==> src/rtl/instr_mem_fetch.sv <==
// -----------------------------------------------------------------------------
// instr_mem_fetch
//
// Instruction memory with a small load/run/halt controller. In LOAD the host
// writes words into memory; in RUN every clock edge fetches mem[prog_addr]
// into the instruction register and counts the fetch; fetching the HALT_OP
// opcode freezes the fetch path in HALT until the host re-enters LOAD.
//
// Ports
//   clk          rising-edge clock for all state
//   reset        asynchronous, active-high; forces IDLE and clears outputs
//   load_en      request to enter / stay in LOAD
//   load_valid   write strobe, honoured only in LOAD
//   load_addr    write address
//   load_data    write data
//   load_ready   high exactly while in LOAD
//   run          leave IDLE and start fetching
//   prog_addr    fetch address from the program counter
//   OPCODE       instr[6:0] of the registered instruction
//   instr        registered fetched instruction
//   rd/rs1/rs2   register fields decoded from instr
//   instr_valid  instr/OPCODE hold a fetched word
//   halted       HALT opcode has been fetched
//   fetch_count  saturating count of RUN fetches
// -----------------------------------------------------------------------------
`timescale 1ns/1ps

module instr_mem_fetch #(
    parameter int          AW      = 5,
    parameter int          DW      = 32,
    parameter logic [6:0]  HALT_OP = 7'b1010101
) (
    input  logic          clk,
    input  logic          reset,
    input  logic          load_en,
    input  logic          load_valid,
    input  logic [AW-1:0] load_addr,
    input  logic [DW-1:0] load_data,
    output logic          load_ready,
    input  logic          run,
    input  logic [AW-1:0] prog_addr,
    output logic [6:0]    OPCODE,
    output logic [DW-1:0] instr,
    output logic [4:0]    rd,
    output logic [4:0]    rs1,
    output logic [4:0]    rs2,
    output logic          instr_valid,
    output logic          halted,
    output logic [15:0]   fetch_count
);

    typedef enum logic [1:0] {
        ST_IDLE = 2'd0,
        ST_LOAD = 2'd1,
        ST_RUN  = 2'd2,
        ST_HALT = 2'd3
    } state_t;

    state_t          state_reg;
    logic [DW-1:0]   instr_reg;
    logic            instr_valid_reg;
    logic            halted_reg;
    logic [15:0]     fetch_count_reg;
    logic [15:0]     fetch_count_next;
    logic [DW-1:0]   fetch_word;

    // Program storage. Deliberately not touched by reset so that a reset
    // mid-load or mid-run keeps whatever has already been written.
    logic [DW-1:0] mem [0:(2**AW)-1];

    // Writes happen only in LOAD and reads are only consumed in RUN, so the
    // two never overlap and no read-during-write behaviour is needed.
    always_ff @(posedge clk) begin
        if (state_reg == ST_LOAD && load_valid) begin
            mem[load_addr] <= load_data;
        end
    end

    // The word under prog_addr is needed before the edge so the HALT opcode
    // can steer the state on the same edge it is registered.
    assign fetch_word = mem[prog_addr];

    always_comb begin
        fetch_count_next = fetch_count_reg;
        if (fetch_count_reg != 16'hFFFF) begin
            fetch_count_next = fetch_count_reg + 16'd1;
        end
    end

    always_ff @(posedge clk or posedge reset) begin
        if (reset) begin
            state_reg       <= ST_IDLE;
            instr_reg       <= '0;
            instr_valid_reg <= 1'b0;
            halted_reg      <= 1'b0;
            fetch_count_reg <= 16'd0;
        end else begin
            case (state_reg)
                ST_IDLE: begin
                    if (load_en) begin
                        state_reg <= ST_LOAD;
                    end else if (run) begin
                        state_reg       <= ST_RUN;
                        fetch_count_reg <= 16'd0;
                    end
                end
                ST_LOAD: begin
                    if (!load_en) begin
                        state_reg <= ST_IDLE;
                    end
                end
                ST_RUN: begin
                    if (load_en) begin
                        // Abort execution: drop the fetched word, keep the count.
                        state_reg       <= ST_LOAD;
                        instr_reg       <= '0;
                        instr_valid_reg <= 1'b0;
                        halted_reg      <= 1'b0;
                    end else begin
                        instr_reg       <= fetch_word;
                        instr_valid_reg <= 1'b1;
                        fetch_count_reg <= fetch_count_next;
                        if (fetch_word[6:0] == HALT_OP) begin
                            state_reg  <= ST_HALT;
                            halted_reg <= 1'b1;
                        end
                    end
                end
                ST_HALT: begin
                    // Everything holds; prog_addr is not looked at here.
                    if (load_en) begin
                        state_reg       <= ST_LOAD;
                        instr_reg       <= '0;
                        instr_valid_reg <= 1'b0;
                        halted_reg      <= 1'b0;
                    end
                end
                default: begin
                    state_reg <= ST_IDLE;
                end
            endcase
        end
    end

    assign load_ready  = (state_reg == ST_LOAD);
    assign instr       = instr_reg;
    assign OPCODE      = instr_reg[6:0];
    assign instr_valid = instr_valid_reg;
    assign halted      = halted_reg;
    assign fetch_count = fetch_count_reg;

    // Register-field decode, one bit per iteration.
    genvar gi;
    generate
        for (gi = 0; gi < 5; gi++) begin : g_fields
            assign rd[gi]  = instr_reg[7 + gi];
            assign rs1[gi] = instr_reg[15 + gi];
            assign rs2[gi] = instr_reg[20 + gi];
        end
    endgenerate

endmodule

==> config.mk <==
export PLATFORM = sky130hd
export DESIGN_NAME = instr_mem_fetch
export DESIGN_NICKNAME = d
export VERILOG_FILES = /design/src/rtl/instr_mem_fetch.sv
export SDC_FILE = /design/constraint.sdc
export NUM_CORES = 1
export LEC_CHECK = 0
export CORE_ASPECT_RATIO = 1.25
export CORE_UTILIZATION = 45
export CTS_CLUSTER_DIAMETER = 60
export CTS_CLUSTER_SIZE = 30
export DETAILED_ROUTE_END_ITERATION = 12
export PLACE_DENSITY = 0.71
export SLEW_MARGIN = 10
export SYNTH_ARGS = -nofsm -noshare
export SYNTH_HDL_FRONTEND = slang
export SYNTH_SLANG_ARGS = --single-unit
==> constraint.sdc <==
create_clock -name clk -period 4.3 [get_ports clk]
set_clock_uncertainty 0.1 [all_clocks]
set_input_delay 0.645 -clock clk [delete_from_list [all_inputs] [get_ports clk]]
set_output_delay 0.645 -clock clk [all_outputs]
set_load 0.03 [all_outputs]
# [Word level (Yosys, flattened, before mapping)]
# Memories as Yosys holds them, arrays and structs flattened.
# Cells that the tools add are included.
[classes] reduce_logical=8 n_eq_ne=13 muxes=23 addsub=1
[op_table] cell="two-way mux 16 bit" n=4
[op_table] cell="two-way mux 32 bit" n=2
[op_table] cell="one-hot mux 32 bit (2 select lines)" n=1
[op_table] cell="one-hot mux 16 bit (2 select lines)" n=1
[op_table] cell="adder 16 x 1 -> 16 bit (second input constant)" n=1
[op_table] cell="!= test 16 bit (second input constant)" n=1
[op_table] cell="two-way mux 2 bit" n=6
[op_table] cell="!= test 2 bit (second input constant)" n=6
[op_table] cell="one-hot mux 2 bit (4 select lines)" n=1
[op_table] cell="equality test 7 bit (second input constant)" n=1
[op_table] cell="two-way mux 1 bit" n=6
[op_table] cell="!= test 3 bit (second input constant)" n=2
[op_table] cell="AND reduction 5 bit" n=1
[op_table] cell="equality test 2 bit (second input constant)" n=2
[op_table] cell="one-hot mux 1 bit (2 select lines)" n=2
[op_table] cell="AND reduction 4 bit" n=1
[op_table] cell="nonzero test 2 bit" n=2
[op_table] cell="AND reduction 3 bit" n=1
[op_table] cell="equality test 2 x 1 -> 1 bit (second input constant)" n=1
[op_table] cell="zero test 2 bit" n=1
[op_table] cell="AND reduction 2 bit" n=1
[op_table] cell="logical AND 1 bit" n=1
[totals] word_cells=51 n_memories=1 out_inout_bits=73 register_bits=52 mem_bits_rw=1024
[memory_table] memory="mem" words=32 width=32 read_ports=1 rd_clocked_by_memory_dff=0 write_ports=1 line_no="69" rtl="logic [DW-1:0] mem [0:(2**AW)-1];"

# [Depth between registers and ports, before layout]
# Gate-level depths: netlist of run 1.
# An unclocked memory read counts as a cell.
[depth] depth_word=5 mapped_depth=11 ltp_nobuf=8

# [Worst setup path after synthesis of run 1]
# No wires, ideal clock.
[synth_timing] path_kind="register -> register" from="register state_reg[1]" to="memory mem[12][0] (enable)" synth_period_minus_slack_ns=3.567 path_stages_with_launch=7 setup_ns=0.421 t_required_ns=3.779 t_arrival_ns=3.046 n_path_buf=2 path_slack_ns=0.733 cell_sequence="dfrtp_1 -> clkbuf_1 -> nor2_1 -> nand2_1 -> or3_1 -> clkbuf_1 -> nor2_1"
[synth_between] elab_chain_cells=4
[synth_lines] item="start: declaration" line_no="59" rtl="state_t state_reg;"
[synth_lines] item="start signal: assignment" line_no="92" rtl="state_reg <= ST_IDLE;"
[synth_lines] item="start signal: assignment" line_no="101" rtl="state_reg <= ST_LOAD;"
[synth_lines] item="start signal: assignment" line_no="103" rtl="state_reg <= ST_RUN;"
[synth_lines] item="equality test 2 x 1 -> 1 bit"
[synth_lines] item="named net load_ready" line_no="39" rtl="output logic load_ready,"
[synth_lines] item="logical AND 1 bit" line_no="74" rtl="if (state_reg == ST_LOAD && load_valid) begin"
[synth_lines] item="two-way mux 1 bit" line_no="74"
[synth_lines] item="two-way mux 1 bit (implied by the code)" line_no="75" rtl="mem[load_addr] <= load_data;"
[synth_lines] item="end: declaration" line_no="69"
# The timed path passes the listed nets, and every way through them passes these cells.

# [Final worst setup path of run 1]
[layout_timing] from="register state_reg[0]" to="output port load_ready"
[layout_between] elab_chain_cells=1
[layout_lines] item="equality test 2 x 1 -> 1 bit" line_no="145" rtl="assign load_ready = (state_reg == ST_LOAD);"
[layout_lines] item="end: declaration" line_no="39"
# No other way between the ends.

==> results of run 1 <==
## path summary, 6_finish.rpt
path	start	end	slack, ns
max in group asynchronous	reset	instr[28]	2.81
hold / removal	reset	instr[23]	0.38
setup / recovery	state_reg[0]	load_ready	0.98
setup reg to reg	state_reg[0]	mem[0][4]	1.19
min in group clk	instr[14]	instr[14]	0.42
hold reg to reg	instr[14]	instr[14]	0.42
## layout make-up
cell class	count	area [um2]
timing repair buffer	188	2070
multi-input combinational	690	9020
sequential	1076	32100
tap	1197	1500
inverter	3	12.5
clock inverter	35	508
antenna	1	2.50
fill	6936	44900
clock buffer	59	1350
## worst max-delay path: stages (launching register included)
cell and delay [ns]:
dfrtp_1 0.43, inv_1 0.13, nor2_1 0.43, buf_4 0.26
clkdlybuf4s50_1 0.68
## Yosys cell counts, types with 3 or more instances
master | instances | area [um2]
edfxtp_1 | 1024 | 30700
mux4_2 | 264 | 5950
mux2i_1 | 106 | 1060
nand2_1 | 68 | 255
nor2_1 | 53 | 199
dfrtp_1 | 52 | 1300
buf_4 | 41 | 308
clkbuf_1 | 34 | 128
o21ai_1 | 26 | 130
a22oi_1 | 22 | 165
nand3_1 | 22 | 110
buf_2 | 20 | 100
a21oi_1 | 17 | 85.1
nor2b_1 | 14 | 87.6
buf_1 | 13 | 48.8
o21ai_0 | 13 | 65.1
a211oi_1 | 9 | 67.6
xor2_1 | 8 | 70.1
and3_1 | 7 | 43.8
buf_6 | 7 | 78.8
nand4_1 | 7 | 43.8
nand3b_1 | 6 | 45.0
nand2b_1 | 5 | 31.3
a22o_1 | 4 | 35.0
and4_1 | 3 | 26.3
inv_1 | 3 | 11.3
mux2_2 | 3 | 33.8
## per-stage QoR
stage                     utilization  cell area [um2]  std cells
after floorplan                     -            41500       1886
after global placement          0.489            44700       3154
after detailed placement        0.489            44700       3154
after CTS                       0.509            46500       3248
after global routing            0.509            46500       3249
final                           0.509            46500       3249
## kinds of logic after synthesis
| group | after synthesis |
|---|---|
| AOI/OAI and AO/OA | 107 |
| xor gates and xnor gates | 10 |
| adders and majority gates | 1 |
| buffers and inverters | 120 |
| DFF | 1076 |
| muxes | 373 |
| and+or+nand+nor | 199 |
## per-layer routing
| metal | GRT usage | routed length, um | vias up |
|---|---|---|---|
| li1 | - | - | 8051 |
| met4 | 0.0564 | 2680 | 0 |
| met2 | 0.354 | 49400 | 827 |
| met5 | 0 | 0 | - |
| met3 | 0.0223 | 6330 | 135 |
| met1 | 0.279 | 36700 | 10500 |
## power by group
group          switching, uW  internal, uW  leakage (uW)
clock network           3410          2730      0.000901
logic                    774           551       0.00379
registers               81.7         11600       0.00991
total                   4270         14800        0.0146
==> impl_metrics.tcl, run 1 <==
set metrics [dict create \
    outcome "finished, final reports clean" \
    rsz0062_at_grt "false" \
    avgRoutedWirePerCell_um 29.3 \
    place_hpwl_mm 54.6 \
    grt_pass1_vias 19900 \
    synth-edff-count 1024 \
    root_buffer "clkbuf_16" \
    post_cts_buffers 0 \
    synth_area_mm2 0.0415 \
    htree_num_levels 2 \
    yosysWarnings 0 \
    ys_seq_area_frac 0.772 \
    numCtsBuffers 51 \
    synthFlopType "edfxtp_1" \
    drt_drc_violations_left 0 \
    async_reset_ff_frac 0.0483 \
    final_common_cell "edfxtp_1" \
    critPathKind "register to output port" \
    synth_fa_ha_area_frac 0.000301 \
    period_needed_ns 3.32 \
    initial_core_util 0.454 \
    hold_violations 0 \
    die_area_mm2 0.0935 \
    avgSynthCellArea_um2 22.0 \
    fin_nets 2058 \
    syn_nets 1934 \
    final_cell_mix "edfxtp_1, mux4_2, clkdlybuf4s50_1, mux2i_1, nand2_1" \
    final_max_slew_viol_count 0 \
    hold_class "primary input to asynchronous set/reset pin" \
    synth_compound_area_frac 0.0162 \
    vias 19500 \
    ff2ff_path_depth 7 \
    drtAntennaViolNets 0 \
    clockBufferDepth 3 \
    die_w_um 274 \
    vias_per_cell 6.00 \
    place_ws_ns 0.945 \
    die_y_um 342 \
    cts_sinks 1076 \
    hold_buffers 0 \
    synth-simple-area-share 0.0229 \
    worstPathArrival_ns 2.57 \
    routabilityCongestion 0.820 \
    antenna_found_initial 2 \
    rows 124 \
    totalWireLength_mm 95.1 \
    cts_resized 0 \
    synthDistinctLibCells 51 \
    cap_violations 0 \
    cp_max_fo 5 \
    total_power_uw 19100 \
    setup_tns_ns 0 \
    clk_latency_ns 0.65 \
    io_pins 120 \
    dr.pass1.iters 5 \
    grt_overflow 0 \
    synthMuxAreaShare 0.170 \
    vdd_drop_max_mv 0.336 \
    finalSetupViolCount 0 \
    area_growth_pct 12.0 \
    synthCells 1886 \
    cts_tree "done" \
    grt_pass1_wl_mm 139 \
    layout-drive-gt1-share 0.229 \
    worstMarginPinSlew_ns 1.20 \
    largest_reg_flops 1024 \
    synth_xor_area_frac 0.00211 \
    core_mm2 0.0914 \
    critPathLaunchType "register" \
    period_share 0.771 \
    cp.required_ns 3.56 \
    maxSlewHeadroom 0.194 \
    power_density_mw_per_mm2 411 \
    synth_top_family_by_area "multiplexers" \
    fmaxAchievable_mhz 301 \
    fin_ws_ns 0.983 \
    io_buffers 119 \
    cp-end-kind "output port" \
    grt_max_degree 83 \
    gr-usage-all-layers 0.206 \
    path_clk_slew_ns 0.10 \
    p_leak_uw 0.0146 \
    drt_iter0_markers 2249 \
    ys_ff_latch 1076 \
    holdWs_ns 0.382 \
]
(Power assumes the default switching activity.)
==> inputs of run 2 (changes only) <==
- clock period: 4.3 -> 3.28 ns (I/O delays scaled with it)
==> impl_metrics.tcl, run 2 (synthesis results as in run 1) <==
set metrics [dict create \
    fmaxAchievable_mhz 360 \
    die_area_mm2 0.0935 \
    cp_max_fo 5 \
    net-switching-power_uw 5550 \
    largest_reg_flops 1024 \
    root_buffer "clkbuf_16" \
    sw_frac_of_total 0.225 \
    rsz0062_at_grt "false" \
    avgRoutedWirePerCell_um 29.1 \
    multi_input_area_mm2 0.00902 \
    place_hpwl_mm 54.9 \
    path_clk_slew_ns 0.11 \
    area_growth_pct 13.0 \
    vdd_drop_max_mv 0.482 \
    r2r_setup_slack_ns 0.51 \
    seq_area_mm2 0.0321 \
    die_y_um 342 \
    power_density_mw_per_mm2 526 \
    drt_drc_violations_left 0 \
    critPathLaunchType "register" \
    hold_violations 0 \
    drtAntennaViolNets 0 \
    holdWs_ns 0.270 \
    routabilityCongestion 0.815 \
    cts_resized 0 \
    postPlaceCellArea_mm2 0.0452 \
    antenna_found_initial 3 \
    final_cell_mix "edfxtp_1, mux4_2, clkdlybuf4s50_1, mux2i_1, buf_4" \
    ff2ff_path_depth 9 \
    numCtsBuffers 50 \
    dr.pass1.iters 8 \
    vias_per_cell 6.01 \
    totalWireLength_mm 96.1 \
    core_mm2 0.0914 \
    grt_overflow 0 \
    total_power_uw 24700 \
    rows 124 \
    worstMarginPinSlew_ns 1.18 \
    critPathKind "register to output port" \
    clockBufferDepth 3 \
    cts_sinks 1076 \
    vias 19800 \
    period_needed_ns 2.78 \
    post_cts_buffers 0 \
    final_common_cell "edfxtp_1" \
    cp.required_ns 2.69 \
    period_share 0.847 \
    fin_nets 2109 \
    hold_class "primary input to asynchronous set/reset pin" \
    hold_buffers 0 \
    worstPathArrival_ns 2.19 \
    grt_pass1_wl_mm 139 \
    layout-drive-gt1-share 0.246 \
    p_leak_uw 0.0148 \
    clockPowerShare 0.309 \
    clk_latency_ns 0.66 \
    fin_area_mm2 0.0469 \
    die_w_um 274 \
    combPwrFrac 0.073 \
    io_pins 120 \
    io_buffers 119 \
    cap_violations 0 \
    maxSlewHeadroom 0.213 \
    final_max_slew_viol_count 0 \
    grt_pass1_vias 20200 \
    gr-usage-all-layers 0.207 \
    cts_tree "done" \
    pwr-share-seq 0.618 \
    drt_iter0_markers 2210 \
    intPower_uw 19100 \
    finalSetupViolCount 0 \
    htree_num_levels 2 \
    initial_core_util 0.454 \
    grt_max_degree 50 \
    fill_cells 6921 \
    outcome "finished, final reports clean" \
    cp-end-kind "output port" \
]
## run 2: cell types whose count changed in the layout (fill, tap and decap cells not counted), moves of 2 or more
cell,previous run,this run
clkinv_4,2,4
clkinv_8,4,6
buf_12,29,41
clkinv_2,8,3
clkbuf_8,0,3
bufinv_16,5,1
clkbuf_16,53,51
buf_4,43,82
inv_16,3,1
diode_2,1,3
## run 2: worst max-delay path, cell delays in order (launching register included)
cell and delay (ns):
dfrtp_1 0.42, inv_1 0.13, nor2_1 0.13, buf_4 0.18, clkdlybuf4s50_1 0.69
## run 2: path summary, 6_finish.rpt
path                           startpoint              to
hold reg to reg               instr_valid     instr_valid
max in group asynchronous           reset       instr[17]
min in group clk             prog_addr[4]       instr[27]
setup / recovery             state_reg[0]      load_ready
setup reg to reg           fetch_count[0]  fetch_count[2]
hold / removal                      reset       instr[15]
## run 2: final cells by class
type	count	area share
Inverter	3	0.000293
Tap cell	1197	0.0319
Antenna cell	3	0.000160
Multi-Input combinational cell	690	0.192
Clock buffer	61	0.0286
Sequential cell	1076	0.683
Timing Repair Buffer	240	0.0558
Clock inverter	30	0.00800
## run 2: power groups by stage
| stage | registers [uW] | logic (uW) | clock network [uW] |
|---|---|---|---|
| 2_1_floorplan | 15600 | 954 | 0 |
| 6_report | 15200 | 1800 | 7630 |
| 3_5_place_dp | 15600 | 1810 | 0 |
| 5_1_grt | 15300 | 1900 | 8160 |
| 3_3_place_gp | 15500 | 1780 | 0 |
| 4_1_cts | 15200 | 1820 | 7750 |
## run 2: layer usage
layer	share of wire	up-vias	track usage
met4	0.024	2	0.0523
met5	0.00014	-	0
met2	0.52	877	0.361
met1	0.38	10700	0.275
met3	0.078	126	0.0259
li1	-	8162	-
## run 2: metrics by stage
step	instances	setup slack (ns)	util	TNS [ns]
floorplan	1886	-0.287	-	-134.41
global placement	3206	0.322	0.495	0
detailed placement	3206	0.321	0.495	0
CTS	3297	0.453	0.513	0
global route	3299	0.269	0.514	0
finish	3300	0.501	0.514	0
==> RTL change (config.mk and constraints of run 2) <==
Make the reset (`reset`) synchronous in one clocked block. Comments in the files are not updated.
--- a/src/rtl/instr_mem_fetch.sv
+++ b/src/rtl/instr_mem_fetch.sv
@@ -87,7 +87,7 @@
         end
     end
 
-    always_ff @(posedge clk or posedge reset) begin
+    always_ff @(posedge clk) begin
         if (reset) begin
             state_reg       <= ST_IDLE;
             instr_reg       <= '0;
Check against the original RTL: differs if reset is asserted again (counterexample within 4 cycles, from zero or initial values and one cycle with reset high); with reset held inactive, the same outputs for 4 cycles.
==> RTL change against run 2 <==
Utilization increased by 0.057 points; sequential cell count unchanged; total power decreased by 4.3%; setup slack got worse by 0.031 ns; final area decreased by 1.0%; area after synthesis decreased by 0.77%; count of clock-buffer cells in the layout increased by 4; non-clock buffer count unchanged; routed wire length about the same; critical endpoint unchanged.
==> RTL change: results (changes against run 2) <==
stage,metric,value,unit,change
critical_path,r2r_start,state_reg[0]$_SDFFE_PP0P_,,
placed_design,placed_cell_area,44900,um2,-0.67%
routing,via_per_inst,6.08,,+1.0%
power_and_ir_drop,combPwrFrac,5.5,%,-1.8 points
layout,layout.nets,2082,,-1.3%
layout,multi_input_gates,662,,-4.1%
synth,synth_cell_types,54,,+5.9%
layout,drive_gt1_share,26.2,%,+1.6 points
global_routing,grt_pass1_wl,139,mm,+0.23%
routing,route.top_layer_used,met5,,
synth,yosysSeqAreaShare,77.1,%,about the same
layout,n_clock_buffer,65,,+6.6%
power_and_ir_drop,p_leak,14.3,nW,-3.9%
placed_design,gp_congestion,0.818,,+0.29%
critical_path,rr_worst_depth,6,,-3
routing,vias,19790,,-0.27%
placed_design,dp.cells,3172,,-1.1%
synth,synth_compound_area_share,1.41,%,-0.21 points
global_routing,antenna_found_initial,4,,+1
placed_design,hpwl,55.7,mm,+1.4%
power_and_ir_drop,p_per_area,508,nW/um2,-3.3%
critical_path,slowest_delay,0.74,ns,+0.05 ns
power_and_ir_drop,p_int,18.6,mW,-2.5%
synth,async_flop_share,0,%,-4.8 points
routing,wl_met2,49.4,mm,-1.6%
layout,layout.nonclk_buf_share,5.49,%,-0.095 points
cts,cts_buffers,47,,-6.0%
routing,wl_met1,36.0,mm,-0.46%
layout,antenna-diode-count,1,,-2
outcome,status,completed,,
global_routing,grt_util_met1,27.9,%,+0.46 points
critical_path,arrival,2.22,ns,+0.03 ns
routing,wl_met3,8.03,mm,+7.4%
synth,synth_common_cells,"edfxtp_1 (1024), mux4_2 (300), nand2_1 (97)",,
global_routing,grt_use_met2,35.8,%,-0.34 points
timing,maxSlewHeadroom,24.8,%,+3.5 points
layout,inv_count,7,,+4
placed_design,pre_cts_ws,0.242,ns,-0.0788 ns
layout,multi_input_area_share,19.5,%,+0.26 points
worst_hold_path,hp-class,input pin to flop,,
layout,regArea,31800,um2,-0.81%
synth,muxShareOfSynthArea,17.0,%,+0.073 points
synth,syn_nets,1911,,-1.2%
global_routing,grtUsageMet3,2.89,%,+0.30 points
routing,drtIter0Drc,2271,,+2.8%
critical_path,rr_endpoint,mem[28][29]$_DFFE_PP_,,
cts,clk_latency,0.64,ns,-0.02 ns
layout,final-clk-cell-share,3.32,%,-0.34 points
routing,wirelength,96.1,mm,about the same
timing,timing.hold.ws,0.283,ns,+0.0123 ns
layout,fill_cells,6791,,-1.9%
synth,netlist_top_cells_area,"edfxtp_1 (75%), mux4_2 (16%), dfxtp_1 (2.5%)",,
## RTL change: cell count changes after synthesis, moves of 25 or more
cell     change
nand2_1     +29
dfrtp_1     -52
dfxtp_1     +52
mux2i_1     -86
nor2_1      +39
o21ai_1     -25
mux4_2      +36
## RTL change: how the worst max path moves through the flow
| stage | from | to | slack (ns) | depth (start not counted) |
|---|---|---|---|---|
| 3_5_place_dp | prog_addr[0] | instr[28]$_SDFFE_PP0P_ | 0.24 | 9 |
| 2_1_floorplan | state_reg[1]$_SDFFE_PP0P_ | mem[12][0]$_DFFE_PP_ | -0.22 | 6 |
| 4_1_cts | state_reg[0]$_SDFFE_PP0P_ | load_ready | 0.43 | 3 |
| 3_3_place_gp | prog_addr[0] | instr[29]$_SDFFE_PP0P_ | 0.25 | 9 |
| 6_report | state_reg[0]$_SDFFE_PP0P_ | load_ready | 0.47 | 3 |
| 5_1_grt | state_reg[0]$_SDFFE_PP0P_ | load_ready | 0.39 | 3 |
